--- src/rtl/uart_tx_unit.sv ---
// UART transmitter that drains a first-word-fall-through FIFO: one pop per frame,
// then a start bit, DATA_WIDTH data bits LSB first and one stop bit on tx.
module uart_tx_unit #(
    parameter int DATA_WIDTH   = 8,
    parameter int CLKS_PER_BIT = 868
) (
    input  logic                  clk,
    input  logic                  reset,
    input  logic                  fifo_empty,
    input  logic [DATA_WIDTH-1:0] fifo_r_data,
    output logic                  fifo_rd,
    output logic                  tx,
    output logic                  busy,
    output logic                  tx_done_tick
);
    localparam int CNT_W = (CLKS_PER_BIT > 1) ? $clog2(CLKS_PER_BIT) : 1;
    localparam int IDX_W = (DATA_WIDTH > 1) ? $clog2(DATA_WIDTH) : 1;
    localparam logic [CNT_W-1:0] CNT_LAST = CNT_W'(CLKS_PER_BIT - 1);
    localparam logic [IDX_W-1:0] IDX_LAST = IDX_W'(DATA_WIDTH - 1);

    typedef enum logic [1:0] {
        IDLE,
        START,
        DATA,
        STOP
    } state_t;

    state_t                state_q, state_d;
    logic [CNT_W-1:0]      cnt_q, cnt_d;
    logic [IDX_W-1:0]      idx_q, idx_d;
    logic [DATA_WIDTH-1:0] shift_q, shift_d;
    logic                  tx_q, tx_d;
    logic                  busy_q, busy_d;
    logic                  done_q, done_d;
    logic                  bit_end;

    assign bit_end = (cnt_q == CNT_LAST);

    always_ff @(posedge clk) begin
        if (reset) begin
            state_q <= IDLE;
            cnt_q   <= '0;
            idx_q   <= '0;
            shift_q <= '0;
            tx_q    <= 1'b1;
            busy_q  <= 1'b0;
            done_q  <= 1'b0;
        end else begin
            state_q <= state_d;
            cnt_q   <= cnt_d;
            idx_q   <= idx_d;
            shift_q <= shift_d;
            tx_q    <= tx_d;
            busy_q  <= busy_d;
            done_q  <= done_d;
        end
    end

    always_comb begin
        state_d = state_q;
        case (state_q)
            IDLE: begin
                if (!fifo_empty && !reset) begin
                    state_d = START;
                end
            end
            START: begin
                if (bit_end) begin
                    state_d = DATA;
                end
            end
            DATA: begin
                if (bit_end && (idx_q == IDX_LAST)) begin
                    state_d = STOP;
                end
            end
            STOP: begin
                if (bit_end) begin
                    state_d = IDLE;
                end
            end
            default: state_d = IDLE;
        endcase
    end

    // tx, busy and the done tick are computed one cycle ahead so all three leave flops.
    always_comb begin
        cnt_d   = cnt_q;
        idx_d   = idx_q;
        shift_d = shift_q;
        tx_d    = tx_q;
        fifo_rd = 1'b0;
        case (state_q)
            IDLE: begin
                cnt_d   = '0;
                idx_d   = '0;
                tx_d    = 1'b1;
                fifo_rd = !fifo_empty && !reset;
                if (fifo_rd) begin
                    shift_d = fifo_r_data;
                    tx_d    = 1'b0;
                end
            end
            START: begin
                cnt_d = bit_end ? '0 : cnt_q + CNT_W'(1);
                if (bit_end) begin
                    idx_d = '0;
                    tx_d  = shift_q[0];
                end
            end
            DATA: begin
                cnt_d = bit_end ? '0 : cnt_q + CNT_W'(1);
                if (bit_end) begin
                    shift_d = shift_q >> 1;
                    if (idx_q == IDX_LAST) begin
                        tx_d = 1'b1;
                    end else begin
                        idx_d = idx_q + IDX_W'(1);
                        tx_d  = shift_d[0];
                    end
                end
            end
            STOP: begin
                cnt_d = bit_end ? '0 : cnt_q + CNT_W'(1);
                tx_d  = 1'b1;
            end
            default: begin
                cnt_d = '0;
                tx_d  = 1'b1;
            end
        endcase
        busy_d = (state_d != IDLE);
        done_d = (state_d == STOP) && (cnt_d == CNT_LAST);
    end

    assign tx           = tx_q;
    assign busy         = busy_q;
    assign tx_done_tick = done_q;

endmodule
--- config.mk ---
export PLATFORM = sky130hd
export DESIGN_NAME = uart_tx_unit
export DESIGN_NICKNAME = d
export VERILOG_FILES = /design/src/rtl/uart_tx_unit.sv
export SDC_FILE = /design/constraint.sdc
export NUM_CORES = 1
export LEC_CHECK = 0
export ABC_CLOCK_PERIOD_IN_PS = 1950
export BUFFER_PORTS_ARGS = -buffer_cell sky130_fd_sc_hd__clkbuf_2
export CORE_ASPECT_RATIO = 1.25
export CORE_UTILIZATION = 55
export CTS_CLUSTER_DIAMETER = 120
export CTS_CLUSTER_SIZE = 10
export DETAILED_ROUTE_END_ITERATION = 8
export PLACE_DENSITY = 0.84
export RECOVER_POWER = 25
export SLEW_MARGIN = 40
export SYNTH_ARGS = -nofsm -noshare
export SYNTH_HDL_FRONTEND = slang
export SYNTH_SLANG_ARGS = --single-unit
export TNS_END_PERCENT = 5
--- constraint.sdc ---
create_clock -name clk -period 1.95 [get_ports clk]
set_input_delay 0.39 -clock clk [delete_from_list [all_inputs] [get_ports clk]]
set_output_delay 0.39 -clock clk [all_outputs]
set_load 0.005 [all_outputs]
# Word-level counts from Yosys, hierarchy flattened
# Cells that the tools add are included.
[totals]
elab_cells = 53
in_bits = 11
ff_bits = 26
out_inout_bits = 4
[op_classes]
reduce_logical = 13
addsub = 2
n_mux = 20
eq_ne = 11
[ops]
columns = ["operator", "count"]
rows = [
  ["10-bit == test (second input constant)", 2],
  ["10-bit one-hot mux with 2 select lines", 1],
  ["8-bit 2-to-1 mux", 2],
  ["8-bit one-hot mux with 2 select lines", 1],
  ["10-bit by 1-bit adder with 10-bit output (second input constant)", 1],
  ["10-bit 2-to-1 mux", 1],
  ["3-bit 2-to-1 mux", 3],
  ["3-bit one-hot mux with 3 select lines", 1],
  ["2-bit 2-to-1 mux", 4],
  ["2-bit inequality test (second input constant)", 4],
  ["2-bit one-hot mux with 4 select lines", 1],
  ["2-bit == test (second input constant)", 3],
  ["1-bit 2-to-1 mux", 5],
  ["1-bit one-hot mux with 4 select lines", 1],
  ["4-bit AND reduction", 1],
  ["2-bit nonzero test", 2],
  ["3-bit by 1-bit adder with 3-bit output (second input constant)", 1],
  ["3-bit == test (second input constant)", 1],
  ["1-bit logical AND", 3],
  ["3-bit AND reduction", 1],
  ["3-bit nonzero test", 1],
  ["3-bit OR reduction", 1],
  ["2-bit by 1-bit == test with 1-bit output (second input constant)", 1],
  ["1-bit zero test", 2],
  ["2 further kinds", 2],
]

# Longest topological paths before layout
[depth]
depth_word = 6
depth_mapped = 6
mapped_depth_nobuf = 6

# Worst setup path before layout
# Ideal clock, no wire load.
[synth_timing]
kind = "register -> register"
startpoint = "register cnt_q[0]"
endpoint = "register shift_q[7]"
setup_slack_ns = 0.214
setup_time_ns = 0.122
arrival_ns = 1.614
n_path_buf = 1
stages_incl_launch_ff = 7
synth_period_minus_slack_ns = 1.736
required_ns = 1.828
cell_sequence = "dfxtp_1 > ha_1 > nand4b_4 > nor4_4 > or2_2 > buf_2 > o21ai_0"
[synth_via]
elab_chain_len = 3
[synth_lines]
columns = ["item", "line", "rtl"]
rows = [
  ["start: declaration", "29", "logic [CNT_W-1:0] cnt_q, cnt_d;"],
  ["start signal: assignment", "50", "cnt_q <= cnt_d;"],
  ["10-bit == test", "37", "assign bit_end = (cnt_q == CNT_LAST);"],
  ["2-bit inequality test (no line)", "--", ""],
  ["3-bit AND reduction (no line)", "--", ""],
  ["end signal: assignment", "52", "shift_q <= shift_d;"],
  ["end: declaration", "31", "logic [DATA_WIDTH-1:0] shift_q, shift_d;"],
]
# No other way between the ends.
# A chain may end at the register's enable or synchronous reset.

# Worst setup path in the final report
[layout_timing]
startpoint = "register state_q[0]"
endpoint = "output fifo_rd"
[layout_via]
elab_chain_len = 2
[layout_lines]
columns = ["item", "line", "rtl"]
rows = [
  ["start: declaration", "28", "state_t state_q, state_d;"],
  ["start signal: assignment", "49", "state_q <= state_d;"],
  ["2-bit zero test", "93", "case (state_q)"],
  ["1-bit 2-to-1 mux", "93", ""],
  ["end: declaration", "11", "output logic fifo_rd,"],
]
# No other way between the ends.

==> qor.csv <==
stage,metric,value,unit
yosys,synth-main-ff-cell,dfxtp_1,
yosys,syn_area,1333,sq um
yosys,syn_area_per_cell,9.318,sq um
setup_path,crit_family,simple AND/OR/NAND/NOR gates,
cts,cts_buffer_depth,2,
drt,wl,2550,um
floorplanning,fp.dieW,46.03,um
sta,max_freq,543.7,MHz
final_layout,fillers,198,
cts,clk_pin_slew,140,ps
floorplanning,initial_core_util,59.63,%
cts,cts_tree,done,
setup_path,crit_arrival,1450,ps
yosys,synth_most_common_cell,dfxtp_1,
setup_path,crit_chain,nor4_4 -> clkbuf_2,
setup_path,critPathBufInv,1,
placed_design,dp_hpwl,1880,um
global_route,antenna_found_initial,0,
drt,drc,0,
power_and_ir_drop,p_leak,0.5405,nW
sta,worst_pin_slew,510.4,ps
drt,dr.pass1.iters,4,
power_and_ir_drop,powerDensity,689.5,nW/um^2
drt,drt.antenna.violating_nets,0,
setup_path,endpoint_kind,primary output,
floorplanning,core-area,2235,sq um
cts,cts_buffers,3,
global_route,grt_usage,22.45,%
drt,vias,1071,
yosys,synth.top_cell.area_share,39.06,%
yosys,yosys_register_bits,26,
sta,skew,1.523,ps
final_layout,layout-drive-gt1-share,19.23,%
cts,cts-resized-gates,0,
final_layout,final_cells,187,
floorplanning,dieArea,2625,sq um
yosys,syn_nets,157,
setup_path,start_kind,flop,
cts,clock_latency,320,ps
job,drv_cap,0,
yosys,synth_cells,143,
sta,finalSetupViolCount,0,
setup_path,slowest_stage,nor4_4,
floorplanning,die_h,57.03,um
sta,hold_viol_final,0,
cts,cts_sinks,26,
setup_path,critical_path_class,flop to primary output,
yosys,synth_cell_types,38,
placed_design,dp_cells,183,
cts,cts-root-buf,clkbuf_4,
sta,finalCritPeriodShare,94.33,%
worst_hold_path,min_path_type,input pin to flop,
yosys,async_flop_share,0,%
yosys,synth-seq-area-share,39.06,%
yosys,synth_edf_count,0,
yosys,synth_largest_area_cell,dfxtp_1,
sta,relSlewSlack,65.66,%
final_layout,diodes,0,
global_route,grt_pass1_vias,1015,
drt,wire_per_inst,13.64,um
setup_path,cp_max_fo,9,
setup_path,critPathMaxStageDelay,480,ps
sta,rsz0062_at_grt,false,
yosys,synthTopCellsByArea,"dfxtp_1, mux2i_1, nor2_1, nor4_4, a211oi_1",
yosys,ys_top_cells_by_count,"dfxtp_1, nor2_1, nand2_1, a211oi_1, nor3_1",
floorplanning,ios,15,
drt,drtIter0Drc,38,
yosys,yosysWarnings,0,
placed_design,numPortBuffers,14,
global_route,grt_pass1_wl,4360,um
setup_path,required,1560,ps
drt,routed_via_density,5.727,
floorplanning,fp-row-count,19,
sta,drv_slew,0,
sta,fin_setup_tns,0,ps
cts,ctsHtreeMaxLevel,1,
cts,cts_hold_buf,0,
final_layout,layout.nets,171,
power_and_ir_drop,irDropWorstVdd,0.0005345,V
placed_design,place.gp.congestion,0.9108,
run_status,outcome,"complete, no violations",
cts,post_cts_buffers,0,
sta,fin_crit,1839,ps
global_route,overflow,0,
final_layout,synthToLayoutAreaGrowth,11.36,%
global_route,grt_max_degree,16,
[flip-flops by register name (all words and copies together), names as in the netlist]
register      flops
shift_q           8
tx                1
state_q           2
busy              1
idx_q             3
cnt_q            10
tx_done_tick      1
[worst min-delay path: stages]
cell and delay [ps]:
clkbuf_2 80, nand2_1 60, o21ai_0 70
[per-stage QoR]
| stage | hold slack [ps] | setup slack, ps | utilization [%] | total power [W] | area, sq um |
|---|---|---|---|---|---|
| 6_report | 302.3 | 110.6 | 66.41 | 0.001023 | 1484 |
| 3_5_place_dp | 453.7 | 129.7 | 63.94 | 0.0006613 | 1429 |
| 2_1_floorplan | 436.4 | 214.0 | - | 0.0006327 | 1333 |
| 3_3_place_gp | 454.5 | 199.1 | 63.94 | 0.0006583 | 1429 |
| 5_1_grt | 330.6 | 3.742 | 66.41 | 0.001070 | 1484 |
| 4_1_cts | 295.4 | 65.48 | 66.29 | 0.001032 | 1481 |
[cells in the final DEF, fill, tap and decap left out, types with 2 or more instances in the layout]
cell / Yosys / final
clkbuf_4: 0 / 3
xor2_1: 5 / 5
mux2i_1: 7 / 7
or3_1: 2 / 2
nand2b_1: 2 / 2
ha_1: 3 / 3
inv_1: 2 / 2
nand3_1: 3 / 3
xnor2_1: 5 / 5
nand2_1: 9 / 8
nor4_1: 5 / 5
nor4_4: 3 / 3
a22o_1: 2 / 2
nand3b_1: 3 / 3
dfxtp_1: 26 / 26
a211oi_1: 8 / 8
nor2_1: 18 / 18
nor3b_1: 2 / 2
buf_4: 1 / 5
clkbuf_2: 0 / 13
a21oi_1: 3 / 3
nor3_1: 8 / 8
o21ai_0: 3 / 3
[metal layers]
layer / routed length, um / share of wire, % / vias up / track usage [%]
met1: 1125 / 44 / 501 / 28.23
met3: 79 / 3.1 / 4 / 3.481
li1: - / - / 545 / -
met5: 0 / 0 / - / 0
met2: 1311 / 51 / 21 / 34.81
met4: 34 / 1.3 / 0 / 13.87
[cell type report]
type | instances | area, sq um | share of cell area [%]
Clock inverter | 1 | 30.03 | 2.024
Tap cell | 31 | 38.79 | 2.614
Inverter | 2 | 7.507 | 0.5059
Timing Repair Buffer | 19 | 106.4 | 7.167
Sequential cell | 26 | 520.5 | 35.08
Multi-Input combinational cell | 105 | 758.2 | 51.10
Clock buffer | 3 | 22.52 | 1.518
[kinds of logic (layout without fill, tap and decap cells)]
group           count (synthesis)  in the layout  share of synthesized area [%]
mux                             8              8                          6.103
fa+ha+maj                       3              3                          2.817
compound gates                 21             21                          11.27
simple gates                   63             63                          29.86
buf+inv                        12             25                          4.319
xor+xnor                       10             10                          6.572
flops                          26             26                          39.06
[power by group]
| group | internal [W] | switching (W) |
|---|---|---|
| clock network | 0.000208 | 0.000163 |
| registers | 0.000551 | 0.0000152 |
| logic | 0.0000417 | 0.0000445 |
| total | 0.000800 | 0.000223 |
[path summary, 6_finish.rpt]
kind	cells after the start	slack, ps	to	start
min	3	300	shift_q[7]	fifo_r_data[7]
max	2	110	fifo_rd	state_q[0]
min reg2reg	1	510	idx_q[1]	idx_q[1]
max reg2reg	5	130	idx_q[2]	idx_q[0]
Note: power is estimated with default switching activity, not from simulation.
